==> src/rtl/sargantana_icache_valid_ctrl.sv <==
// -----------------------------------------------------------------------------
// sargantana_icache_valid_ctrl
//
// Controller for the instruction-cache valid-bit RAM. It arbitrates single-port
// access among refill (set one way's valid bit), invalidate (clear all ways at
// one index) and lookup (read all ways at one index). It also runs a full-cache
// flush walk that clears every set, one index per cycle.
//
// Ports
//   clk_i, rstn_i            clock; asynchronous active-low reset
//   flush_req_i              start (or queue) a full valid-bit clear
//   refill_req_i/_idx_i/_way_i   set the valid bit of one way at an index
//   inval_req_i/_idx_i       clear the valid bits of all ways at an index
//   lookup_req_i/_idx_i      read the valid bits of all ways at an index
//   refill/inval/lookup_gnt_o    request served this cycle (combinational)
//   vram_req_o/_we_o/_addr_o/_wdata_o  valid-bit RAM port (per-way enables)
//   flush_busy_o             walk or completion cycle in progress
//   flush_done_o             one-cycle pulse when a walk completes
// -----------------------------------------------------------------------------
module sargantana_icache_valid_ctrl #(
    parameter int ICACHE_N_WAY     = 4,
    parameter int ICACHE_IDX_WIDTH = 6
) (
    input  logic                            clk_i,
    input  logic                            rstn_i,
    input  logic                            flush_req_i,
    input  logic                            refill_req_i,
    input  logic [ICACHE_IDX_WIDTH-1:0]     refill_idx_i,
    input  logic [$clog2(ICACHE_N_WAY)-1:0] refill_way_i,
    input  logic                            inval_req_i,
    input  logic [ICACHE_IDX_WIDTH-1:0]     inval_idx_i,
    input  logic                            lookup_req_i,
    input  logic [ICACHE_IDX_WIDTH-1:0]     lookup_idx_i,
    output logic                            refill_gnt_o,
    output logic                            inval_gnt_o,
    output logic                            lookup_gnt_o,
    output logic [ICACHE_N_WAY-1:0]         vram_req_o,
    output logic                            vram_we_o,
    output logic [ICACHE_IDX_WIDTH-1:0]     vram_addr_o,
    output logic                            vram_wdata_o,
    output logic                            flush_busy_o,
    output logic                            flush_done_o
);

    // The last set index is all ones because NSETS is a power of two.
    localparam logic [ICACHE_IDX_WIDTH-1:0] LAST_IDX = '1;

    typedef enum logic [1:0] {
        IDLE,
        FLUSH,
        DONE
    } state_t;

    state_t                      state_q, state_d;
    logic [ICACHE_IDX_WIDTH-1:0] cnt_q, cnt_d;       // flush walk address
    logic                        pend_q, pend_d;     // flush requested during a walk
    logic [1:0]                  starve_q, starve_d; // lookup starvation guard

    // NOTE: every signal written here gets a default first, so no path leaves
    // a value unassigned and no latch is inferred.
    always_comb begin
        state_d      = state_q;
        cnt_d        = cnt_q;
        pend_d       = pend_q;
        starve_d     = starve_q;
        refill_gnt_o = 1'b0;
        inval_gnt_o  = 1'b0;
        lookup_gnt_o = 1'b0;
        vram_req_o   = '0;
        vram_we_o    = 1'b0;
        vram_addr_o  = '0;
        vram_wdata_o = 1'b0;
        flush_busy_o = 1'b0;
        flush_done_o = 1'b0;

        if (!lookup_req_i) begin
            starve_d = 2'd0;
        end

        case (state_q)
            IDLE: begin
                if (flush_req_i || pend_q) begin
                    // Flush wins over every requester; this cycle is silent.
                    state_d = FLUSH;
                    cnt_d   = '0;
                    pend_d  = 1'b0;
                end else if (lookup_req_i && starve_q == 2'd3) begin
                    lookup_gnt_o = 1'b1;
                end else if (refill_req_i) begin
                    refill_gnt_o = 1'b1;
                end else if (inval_req_i) begin
                    inval_gnt_o = 1'b1;
                end else if (lookup_req_i) begin
                    lookup_gnt_o = 1'b1;
                end

                if (refill_gnt_o) begin
                    vram_req_o[refill_way_i] = 1'b1;
                    vram_we_o    = 1'b1;
                    vram_wdata_o = 1'b1;
                    vram_addr_o  = refill_idx_i;
                end else if (inval_gnt_o) begin
                    vram_req_o  = '1;
                    vram_we_o   = 1'b1;
                    vram_addr_o = inval_idx_i;
                end else if (lookup_gnt_o) begin
                    vram_req_o  = '1;
                    vram_addr_o = lookup_idx_i;
                end

                // Saturate at 3 so a flush start on that cycle cannot wrap it.
                if (lookup_req_i) begin
                    if (lookup_gnt_o) begin
                        starve_d = 2'd0;
                    end else if (starve_q != 2'd3) begin
                        starve_d = starve_q + 2'd1;
                    end
                end
            end

            FLUSH: begin
                flush_busy_o = 1'b1;
                vram_req_o   = '1;
                vram_we_o    = 1'b1;
                vram_addr_o  = cnt_q;
                if (flush_req_i) begin
                    pend_d = 1'b1;
                end
                if (cnt_q == LAST_IDX) begin
                    state_d = DONE;
                end else begin
                    cnt_d = cnt_q + 1'b1;
                end
            end

            DONE: begin
                flush_busy_o = 1'b1;
                flush_done_o = 1'b1;
                if (flush_req_i) begin
                    pend_d = 1'b1;
                end
                state_d = IDLE;
            end

            default: state_d = IDLE;
        endcase

        // Outputs follow reset immediately rather than waiting for a clock.
        if (!rstn_i) begin
            refill_gnt_o = 1'b0;
            inval_gnt_o  = 1'b0;
            lookup_gnt_o = 1'b0;
            vram_req_o   = '0;
            vram_we_o    = 1'b0;
            vram_addr_o  = '0;
            vram_wdata_o = 1'b0;
            flush_busy_o = 1'b0;
            flush_done_o = 1'b0;
        end
    end

    // NOTE: state registers use non-blocking assignments so every flop samples
    // the pre-edge values, independent of statement order.
    always_ff @(posedge clk_i or negedge rstn_i) begin
        if (!rstn_i) begin
            state_q  <= IDLE;
            cnt_q    <= '0;
            pend_q   <= 1'b0;
            starve_q <= 2'd0;
        end else begin
            state_q  <= state_d;
            cnt_q    <= cnt_d;
            pend_q   <= pend_d;
            starve_q <= starve_d;
        end
    end

endmodule

==> config.mk <==
export PLATFORM = sky130hd
export DESIGN_NAME = sargantana_icache_valid_ctrl
export DESIGN_NICKNAME = d
export VERILOG_FILES = /design/src/rtl/sargantana_icache_valid_ctrl.sv
export SDC_FILE = /design/constraint.sdc
export NUM_CORES = 1
export LEC_CHECK = 0
export ABC_CLOCK_PERIOD_IN_PS = 1860
export BUFFER_PORTS_ARGS = -buffer_cell sky130_fd_sc_hd__buf_2
export CORE_MARGIN = 3
export CORE_UTILIZATION = 35
export DETAILED_ROUTE_END_ITERATION = 12
export SLEW_MARGIN = 10
export SYNTH_ARGS = -nofsm -noshare
export SYNTH_HDL_FRONTEND = slang
export SYNTH_SLANG_ARGS = --single-unit
==> constraint.sdc <==
create_clock -name clk_i -period 1.86 [get_ports clk_i]
set_input_delay 0.186 -clock clk_i [delete_from_list [all_inputs] [get_ports clk_i]]
set_output_delay 0.186 -clock clk_i [all_outputs]
set_load 0.02 [all_outputs]
Yosys cells after proc, flatten, opt, wreduce, memory -nomap -nowiden:

Cells that the tools add are included.

* add/subtract/negate cells: 2
* multiply operators: 0
* div/mod/pow operators: 0
* magnitude comparators: 2
* equality and inequality tests: 9
* shifts and indexed selects: 0
* multiplexer cells: 58
* bitwise operators: 0
* reductions and logical operators: 10

Operators with widths (count)
* 6-bit 2-to-1 mux: 6
* 1-bit 2-to-1 mux: 34
* 6-bit case mux with 2 select lines: 2
* 4-bit 2-to-1 mux: 4
* 2-bit 2-to-1 mux: 7
* 2-bit inequality test, second input constant: 4
* 4-bit case mux with 2 select lines: 1
* 6-bit by 1-bit adder with 6-bit output, second input constant: 1
* 6-bit equality test, second input constant: 1
* 3-bit AND reduction: 2
* 2-bit equality test, second input constant: 2
* 1-bit case mux with 2 select lines: 2
* 2-bit case mux with 2 select lines: 1
* 2-bit nonzero test: 2
* 2-bit by 3-bit < comparator with 1-bit output, second input constant: 1
* 2-bit by 1-bit adder with 2-bit output, second input constant: 1
* 1-bit demux with 2-bit select: 1
* 2-bit by 1-bit equality test with 1-bit output, second input constant: 1
* 2-bit by 1-bit >= comparator with 1-bit output, second input constant: 1
* 1-bit logical AND: 2
* 2-bit logical NOT: 1
* 2-bit by 1-bit inequality test with 1-bit output, second input constant: 1
* 2-bit AND reduction: 1
* 2-bit OR reduction: 1
* 1-bit logical OR: 1

* flip-flop bits (word level): 11
* bits in latches: 0
* RAM bits: 0
* memory bits (read-only): 0
* bits of input ports: 26
* output and inout bits: 17
* logic and storage cells: 85
* memories: 0

Longest topological paths before layout:

Gate-level depths: netlist (run 1).

* word-level depth: 11
* depth in mapped cells: 7
* depth with buffers taken out: 6

Worst setup path before layout (run 1):

OpenSTA, ideal clock, no wires.

* path type: reg2reg
* start point: reg state_q[1]
* end point: reg cnt_q[5]
* library setup time: 77 ps
* arrival: 1780 ps
* setup slack: 2 ps
* cell stages (with the launch flop): 8
* buffers on the path: 1
* path through: dfrtp_1 inv_1 ha_1 buf_6 and3_4 a211o_4 or4_1 a21oi_1

* cells in the longest elaborated chain, start to end: 3
* elaborated cells between the ends (all ways): 7
* classes of those cells: 3 x eq/ne; 1 x mux; 3 x reduce/logical

RTL lines
* from (decl): RTL line 54 `state_t state_q, state_d;`
* from (signal assigned): RTL line 171 `state_q <= state_d;`
* 2-bit by 1-bit equality test with 1-bit output / 2-bit logical NOT (equally long branches): RTL line 80 `case (state_q)`
* 2-bit inequality test (no line) / 2-bit nonzero test (equally long branches)
* 3-bit AND reduction (no line)
* to (signal assigned): RTL line 172 `cnt_q <= cnt_d;`
* to (decl): RTL line 55 `logic [ICACHE_IDX_WIDTH-1:0] cnt_q, cnt_d;`

Several ways; a longest one is shown, not always the timed one.
A chain may end at the register's enable or synchronous reset.

Worst setup path in the final report (run 1):

* start point: reg starve_q[0]
* end point: out vram_addr_o[2]

* cells in the longest elaborated chain, start to end: 10
* elaborated cells between the ends (all ways): 16
* classes of those cells: 1 x eq/ne; 14 x mux; 1 x reduce/logical

RTL lines
* from (decl): RTL line 57 `logic [1:0] starve_q, starve_d;`
* from (signal assigned): RTL line 174 `starve_q <= starve_d;`
* 2-bit equality test (*): RTL line 87 `end else if (lookup_req_i && starve_q == 2'd3) begin`
* 1-bit logical AND (*): RTL line 87
* 1-bit 2-to-1 mux: RTL line 87
* 1-bit 2-to-1 mux: RTL line 82 `if (flush_req_i || pend_q) begin`
* 1-bit 2-to-1 mux: RTL line 80
* 6-bit 2-to-1 mux: RTL line 106 `end else if (lookup_gnt_o) begin`
* 6-bit 2-to-1 mux: RTL line 102 `end else if (inval_gnt_o) begin`
* 6-bit 2-to-1 mux (*): RTL line 97 `if (refill_gnt_o) begin`
* 6-bit case mux with 2 select lines (*): RTL line 80
* 6-bit 2-to-1 mux (*): RTL line 149 `if (!rstn_i) begin`
* to (decl): RTL line 39 `output logic [ICACHE_IDX_WIDTH-1:0] vram_addr_o,`

Every way passes the cells marked *; elsewhere a longest branch is shown, timed or not. The select of a mux whose other input is x is not followed.

==> results of run 1 <==
[layout make-up]
type	instances	area, µm²
timing repair buffer	58	367.9
tap	30	37.54
fill	244	1081
sequential	11	275.3
clock buffer	4	26.28
multi-input combinational	109	802.0
inverter	6	22.52
[flip-flops by register name, indices dropped and copies added (netlist names)]
signal,count
pend_q,1
starve_q,2
cnt_q,6
state_q,2
[power breakdown]
part	internal, mW	switching [mW]
logic	0.636	0.660
clock network	0.0830	0.0791
registers	0.321	0.0777
total	1.04	0.816
[layout by cell type, fill, tap and decap left out, types with 3 or more instances in the layout]
master / instances
nand2_1: 14
dfrtp_1: 11
buf_2: 34
o21ai_1: 17
a2bb2oi_2: 3
buf_6: 4
nand2_2: 3
ha_1: 3
clkbuf_4: 3
nor2_1: 8
and2_1: 3
a2bb2oi_1: 3
inv_1: 4
buf_4: 19
nor2b_1: 4
a21oi_1: 11
[path summary, 6_finish.rpt]
kind	start	to	slack, ns	depth (start not counted)
worst max register to register	state_q[0]	cnt_q[5]	0	7
worst max-delay path	starve_q[0]	vram_addr_o[2]	-0.04	6
min in group asynchronous	rstn_i	cnt_q[3]	0.41	3
worst min register to register	starve_q[1]	starve_q[1]	0.55	2
max in group asynchronous	rstn_i	starve_q[0]	1.27	3
worst min-delay path	lookup_req_i	starve_q[0]	0.24	3
[layer usage]
layer	global-route usage (%)	vias to the layer above	wire length, µm	part of all wire (%)
met5	0	-	0	0
met4	4.747	0	28	0.86
met3	4.104	4	115	3.5
met2	34.10	32	1756	54
met1	23.20	592	1344	41
li1	-	595	-	-
[critical path, stage by stage, from the launching register on]
cell	delay, ns
dfrtp_1	0.39
ha_2	0.21
a211oi_4	0.28
nand2_2	0.15
o21ai_1	0.17
o22ai_1	0.09
buf_4	0.16
[kinds of logic after synthesis]
group / after synthesis
compound gates: 50
xor+xnor: 1
fa+ha+maj: 5
buf+inv: 11
flops: 11
mux: 3
simple gates: 49
[repair_timing]
| action | in CTS | in global routing |
|---|---|---|
| pin swaps | 8 | 5 |
| endpoints found under the hold margin | 11 | 0 |
| resized for setup | 42 | 13 |
| gates cloned | 1 | 0 |
| setup buffers | 2 | 0 |
| setup endpoints to repair | 16 | 16 |
| hold buffers | 1 | 0 |
==> reports/results.txt, run 1 <==
Placed inst area - 1336 µm²
Synth cell count leaders - nand2_1 (18), o21ai_0 (18), a21oi_1 (12)
Final std cells w/o fill - 218
Final period util - 102.3%
DRT iter0 DRCs - 38
Synth cell types - 38
Congestion Overflow GR - 0
Kind of critical path - reg -> out
Failing checks - negative setup slack
Ys flop type - dfrtp_1
Async S/R FF share, synth - 100.0%
Routed vias/inst - 5.610
CTS tree - built
Antenna cells - 0
Post-synthesis simple-gate area fraction - 24.88%
Largest net degree at the start of global routing - 17
Die area - 3601 µm²
CTS H-tree depth - 1
Net Count, Synth - 161
Synthesized area - 1021 µm²
Worst-path clk slew - 0.06 ns
I/O Pins - 43
Max Slew Vio Count - 0
Post-Syn Area per Cell - 7.854 µm²
# clock sinks - 11
Routed len/inst - 14.88 µm
PortBufs - 42
# DRC - 0
Synth Area in Compound Gates - 32.84%
Final setup viols - 7
Post-synthesis register bit count - 11
Bufs on Longest Clock Path - 2
Vias in the first global route - 1,231
CP required - 1.67 ns
Post-route ant nets - 0
Worst-Margin Slew - 0.3046 ns
Final Critical Period - 1.903 ns
NumNets Final - 220
Main combinational cell family by area after synthesis - compound AO/OA/AOI/OAI gates
Max FO, Critical Path - 5
Total track usage - 19.17%
Initial core utilization - 39.08%
Final hold vios - 0
Routability cong. - 0.8446
Sequential area share after synthesis - 26.96%
Rel. slew slack - 79.43%
RSZ-0062 raised after global routing - yes
Root Buffer - clkbuf_4
Post-synthesis mux area share - 3.186%
# rows - 18
DP HPWL - 2.387 mm
Power Total - 1.857 mW
Clock Latency Late Sink - 0.27 ns
WP data arrival - 1.72 ns
Crit end category - output pin
Fin area - 1531 µm²
Area delta synth->final - 50.00%
Cells after DPL - 210
Layout cell share with drive strength beyond 1 - 48.40%
Die Y - 60.01 µm
Die width - 60.01 µm
Max Clk Rate - 525.5 MHz
Post-Synth XOR/XNOR Area - 0.8578%
Number of flops mapped to enable cells by yosys - 0
First-pass GRT wire length - 5.354 mm
CP Launch Type - register
Top-area cell type share of the netlist area - 26.96%
Final Util - 58.62%
Hold/Removal Path Class - in -> reg
Max_cap viols - 0
Status - finished, violations left
Post-Synthesis Cells - 130
Vias post-DR - 1,223
Final Skew - 0.005212 ns
Adder-Cell Fraction of Synth Area - 6.127%
DRT Wirelength - 3.244 mm
Setup_tns - -0.1327 ns
Core ar. - 2613 µm²
Worst hold margin - 0.2430 ns
Syn. warnings - 0
Peak supply drop - 0.0008209 V
Antenna violations before repair - 0
Leakage - 0.7563 nW
Top cells by area, synth - dfrtp_1 (27%), o21ai_0 (8.8%), nand2_1 (6.6%), ha_1 (6.1%), a21oi_1 (5.9%)
Cell accounting for the most synthesized area - dfrtp_1
Min setup slack post-route - -0.04305 ns
CTS Buf Count - 3
PD cells - 1212 nW/µm²
Setup WS pre-CTS - -0.03232 ns
Drt first pass iters - 4
Power figures use the tool's default switching activity.
==> inputs of run 2 (changes only) <==
--- a/config.mk
+++ b/config.mk
@@ -7,7 +7,7 @@
 export LEC_CHECK = 0
 export ABC_CLOCK_PERIOD_IN_PS = 1860
 export BUFFER_PORTS_ARGS = -buffer_cell sky130_fd_sc_hd__buf_2
-export CORE_MARGIN = 3
+export CORE_MARGIN = 2
 export CORE_UTILIZATION = 35
 export DETAILED_ROUTE_END_ITERATION = 12
 export SLEW_MARGIN = 10
==> run 2 against run 1 <==
The flow still finishes with violations (negative setup slack). Worst setup slack lost 0.040 ns. First-iteration DRC count fell by 61%. Combinational power about the same. Routed wire length decreased by 5.7%. Clock skew decreased by 0.0038 ns. Die area fell by 6.6%. Clock-buffer cell count unchanged. Cell count increased by 0.46%. Global-route usage decreased by 0.47 points. Sequential share of layout area fell by 0.16 points. Non-clock buffer count did not move. Fmax is 2.0% lower. Largest cell class unchanged.
==> reports/results.txt, run 2 (synthesized netlist as in run 1, its figures left out) <==
Status - finished, violations left
Failing checks - negative setup slack
Int Power - 1.044 mW
Vias post-DR - 1,197
NetSw - 821.7 µW
Drt first pass iters - 4
Congestion Overflow GR - 0
Routed len/inst - 13.96 µm
Max Slew Vio Count - 0
Worst-path clk slew - 0.07 ns
RSZ-0062 raised after global routing - yes
Fillcell total - 263
Post-route ant nets - 0
Layout cell share with drive strength beyond 1 - 49.47%
Final Util - 56.03%
Die area - 3365 µm²
CTS tree - built
Cells after DPL - 210
Root Buffer - clkbuf_4
CP Launch Type - register
CTS Buf Count - 3
Top Registers - cnt_q (6), starve_q (2), state_q (2)
Vias in the first global route - 1,128
Hold/Removal Path Class - in -> reg
Cell count of the worst reg-to-reg path - 6
Commonest non-fill, non-tap cell in the layout - buf_2
Hold EP - starve_q[1]
Most flop-heavy register - cnt_q
First-pass GRT wire length - 4.912 mm
Routability cong. - 0.8124
Die width - 58.01 µm
Largest net degree at the start of global routing - 17
R2R Setup Slk - 0.02 ns
Final setup viols - 14
Kind of critical path - reg -> out
Rel. slew slack - 75.85%
Reg power frac - 22.3%
Routed vias/inst - 5.466
Placed inst area - 1330 µm²
Peak supply drop - 0.0009007 V
Final Skew - 0.001386 ns
Max_cap viols - 0
CP required - 1.67 ns
Total track usage - 18.71%
I/O Pins - 43
WP data arrival - 1.76 ns
Antenna violations before repair - 0
Initial core utilization - 37.02%
Max Clk Rate - 514.7 MHz
Worst-Margin Slew - 0.3577 ns
Die Y - 58.01 µm
Crit end category - output pin
Sw Share - 44.05%
# DRC - 0
NumNets Final - 220
Hold Crit Depth - 3
Bufs on Longest Clock Path - 2
Antenna cells - 0
Clock Latency Late Sink - 0.27 ns
Commonest non-fill, non-tap cells in the layout - buf_2 (37), buf_4 (18), o21ai_1 (16)
Max reg flops - 6
Worst Setup SP - starve_q[0]
# rows - 19
DP HPWL - 2.309 mm
Final hold vios - 0
Min setup slack post-route - -0.08282 ns
Comb pwr share - 68.5%
Final Critical Period - 1.943 ns
DRT iter0 DRCs - 15
R2r endpoint - cnt_q[5]
Fin area - 1545 µm²
CTS H-tree depth - 1
Final std cells w/o fill - 219
Final period util - 104.5%
Setup_tns - -0.6360 ns
PD cells - 1207 nW/µm²
PortBufs - 42
R2R Path Start - state_q[1]
Core ar. - 2758 µm²
Leakage - 0.7526 nW
Hold path startpoint - lookup_req_i
# clock sinks - 11
Clock share of power - 9.2%
Max FO, Critical Path - 5
DRT Wirelength - 3.058 mm
Area delta synth->final - 51.35%
## run 2: cell types whose count changed in the layout (fill, tap and decap cells not counted), moves of 2 or more
cell	change
a2bb2oi_1	-3
buf_6	-2
buf_2	+3
a2bb2oi_2	+3
## run 2: what timing repair did
action,in CTS,in global routing
gates resized for setup,32,21
gates cloned,0,1
pin swaps,5,4
hold buffers,1,0
setup buffers,1,2
endpoints found under the hold margin,11,0
setup endpoints to repair,16,16
## run 2: stage by stage
stage | worst slack [ns] | total power [mW] | hold WS [ns]
finish | -0.08282 | 1.865 | 0.2416
floorplan | 0.002143 | 1.106 | -0.1096
global route | -0.1760 | 2.019 | 0.2502
detailed placement | -0.01673 | 1.463 | 0.1703
CTS | -0.03236 | 1.782 | 0.2230
global placement | 0.07864 | 1.438 | 0.1760
## run 2: power by group through the flow
| stage | Sequential, mW | Combinational [mW] | Clock (mW) |
|---|---|---|---|
| global route | 0.429 | 1.40 | 0.192 |
| CTS | 0.402 | 1.20 | 0.180 |
| finish | 0.417 | 1.28 | 0.172 |
| global placement | 0.388 | 1.05 | 0 |
| floorplan | 0.389 | 0.717 | 0 |
| detailed placement | 0.394 | 1.07 | 0 |
## run 2: critical path, stage by stage (launching register included)
cell	delay (ns)
dfrtp_1	0.42
ha_4	0.19
a211oi_4	0.31
nand2_2	0.14
o21ai_1	0.18
nand2_1	0.09
buf_6	0.14
## run 2: worst max-delay path by stage
stage                endpoint
3_5_place_dp         cnt_q[5]
5_1_grt         vram_req_o[1]
6_report        vram_req_o[1]
2_1_floorplan        cnt_q[5]
3_3_place_gp   vram_addr_o[0]
4_1_cts        vram_addr_o[0]
## run 2: per-layer routing
metal | global-route usage, % | part of all wire, % | vias up
li1 | - | - | 593
met1 | 22.47 | 45 | 561
met2 | 34.09 | 50 | 41
met3 | 4.018 | 5.1 | 2
met4 | 3.987 | 0.23 | 0
met5 | 0 | 0 | -
## run 2: cell type report
type | count | area (µm²) | area share, %
clock buffers | 4 | 26.28 | 1.700
flip-flops and latches | 11 | 275.3 | 17.81
repair buffers | 58 | 352.8 | 22.83
multi-input cells | 109 | 829.5 | 53.68
inverters | 6 | 22.52 | 1.457
well taps | 31 | 38.79 | 2.510
==> inputs of run 3 (changes only) <==
--- a/config.mk
+++ b/config.mk
@@ -8,8 +8,10 @@
 export ABC_CLOCK_PERIOD_IN_PS = 1860
 export BUFFER_PORTS_ARGS = -buffer_cell sky130_fd_sc_hd__buf_2
 export CORE_MARGIN = 2
-export CORE_UTILIZATION = 35
+export CORE_UTILIZATION = 43
+export CTS_CLUSTER_SIZE = 40
 export DETAILED_ROUTE_END_ITERATION = 12
+export PLACE_DENSITY = 0.76
 export SLEW_MARGIN = 10
 export SYNTH_ARGS = -nofsm -noshare
 export SYNTH_HDL_FRONTEND = slang
==> run 3 against run 2 <==
The flow still finishes with violations (negative setup slack). Routed wire length increased by 13%. Utilization is 14 points higher. Fmax grew 0.19%. First-iteration DRC count grew to 3.3 times the previous value. Cell count fell by 1.4%. Sequential power barely moved. Clock-buffer cell count unchanged. Final area rose by 1.1%. Non-clock buffer count unchanged. Clock power is essentially flat. Worst setup slack improved by 0.0037 ns. Critical path type unchanged. Critical endpoint is now vram_addr_o[5]. Largest cell class unchanged.
==> reports/results.txt, run 3 (synthesized netlist as in run 1, its figures left out) <==
DP HPWL - 2.324 mm
Max reg flops - 6
Status - finished, violations left
DRT iter0 DRCs - 49
Rel. slew slack - 79.62%
Final Critical Period - 1.939 ns
Worst hold margin - 0.2385 ns
Max_cap viols - 0
# rows - 17
Routability cong. - 0.8188
Final Util - 69.97%
Top Registers - cnt_q (6), starve_q (2), state_q (2)
CTS Buf Count - 3
CP required - 1.67 ns
Antenna cells - 0
PD cells - 1240 nW/µm²
Worst-Margin Slew - 0.3019 ns
Die width - 52.73 µm
Routed vias/inst - 5.954
Die area - 2780 µm²
Kind of critical path - reg -> out
Hold/Removal Path Class - in -> reg
CTS H-tree depth - 1
Fillcell total - 190
First-pass GRT wire length - 5.202 mm
Largest net degree at the start of global routing - 17
Vias in the first global route - 1,225
Register Area - 275.3 µm²
Root Buffer - clkbuf_4
NumNets Final - 220
Drt first pass iters - 5
Total track usage - 25.06%
Worst-path clk slew - 0.07 ns
Most flop-heavy register - cnt_q
Area delta synth->final - 53.06%
# DRC - 0
WP data arrival - 1.75 ns
Max Clk Rate - 515.7 MHz
CTS tree - built
Peak supply drop - 0.0009575 V
Leakage - 0.7528 nW
Final setup viols - 12
Core ar. - 2233 µm²
Bufs on Longest Clock Path - 2
DRT Wirelength - 3.470 mm
Crit end category - output pin
RSZ-0062 raised after global routing - yes
Commonest non-fill, non-tap cell in the layout - buf_2
Final period util - 104.3%
Clock Latency Late Sink - 0.27 ns
Die Y - 52.73 µm
Final Skew - 0.006159 ns
Setup WS pre-CTS - -0.02128 ns
Max FO, Critical Path - 5
Final hold vios - 0
Multi-input logic area - 837.1 µm²
Antenna violations before repair - 0
Layout cell share with drive strength beyond 1 - 51.60%
Vias post-DR - 1,286
Max Slew Vio Count - 0
Routed len/inst - 16.06 µm
Post-route ant nets - 0
Failing checks - negative setup slack
PortBufs - 42
Min setup slack post-route - -0.07913 ns
Commonest non-fill, non-tap cells in the layout - buf_2 (33), buf_4 (21), nand2_1 (15)
# clock sinks - 11
CP Launch Type - register
Initial core utilization - 45.71%
Congestion Overflow GR - 0
I/O Pins - 43
==> run 3: path summary, 6_finish.rpt <==
kind,start,endpoint,slack [ns],cells after the start
min in group asynchronous,rstn_i,cnt_q[4],0.41,3
setup / recovery,starve_q[1],vram_addr_o[5],-0.08,7
hold / removal,lookup_req_i,starve_q[1],0.24,3
max in group asynchronous,rstn_i,starve_q[0],1.26,3
hold reg to reg,starve_q[1],starve_q[1],0.55,2
setup reg to reg,state_q[0],cnt_q[5],0,6
==> run 3: routing by layer <==
metal,up-vias,GRT usage [%],routed length (µm)
li1,589,-,-
met1,603,28.57,1290
met2,82,46.88,1778
met3,12,5.714,304
met4,0,5.128,96
met5,-,0,0
==> run 3: critical path, cell delays in order (launching register included) <==
cell and delay, ns:
dfrtp_1 0.39, ha_2 0.21, a211oi_4 0.27, buf_4 0.18, nand2_4 0.08, o21ai_2 0.12
o21ai_1 0.07, buf_4 0.16
==> run 3: report_power, final <==
part	switching (mW)	total (mW)	internal [mW]
Sequential	0.0963	0.417	0.321
Combinational	0.681	1.35	0.667
Clock	0.0886	0.172	0.0831
==> run 3: cell type report <==
type                            count  area share (%)
Inverter                            6           1.441
Clock buffer                        4           1.681
Sequential cell                    11           17.61
Timing Repair Buffer               58           23.46
Tap cell                           28           2.242
Multi-Input combinational cell    109           53.56
==> run 3: timing repair <==
action                                  in CTS  in global routing
endpoints found under the hold margin       11                  0
pin swaps                                   11                  2
hold buffers                                 1                  0
gates resized for setup                     39                 19
gates cloned                                 1                  0
endpoints found under the setup margin      15                 16
buffers inserted                             2                  2
==> run 3: stage by stage <==
| stage | cell area (µm²) | power [mW] | cells | TNS (ns) |
|---|---|---|---|---|
| global placement | 1319 | 1.407 | 206 | 0 |
| floorplan | 1021 | 1.106 | 130 | 0 |
| detailed placement | 1319 | 1.450 | 206 | -0.02781 |
| global route | 1563 | 2.070 | 216 | -1.245 |
| CTS | 1474 | 1.784 | 214 | -0.2234 |
| finish | 1563 | 1.937 | 216 | -0.4939 |
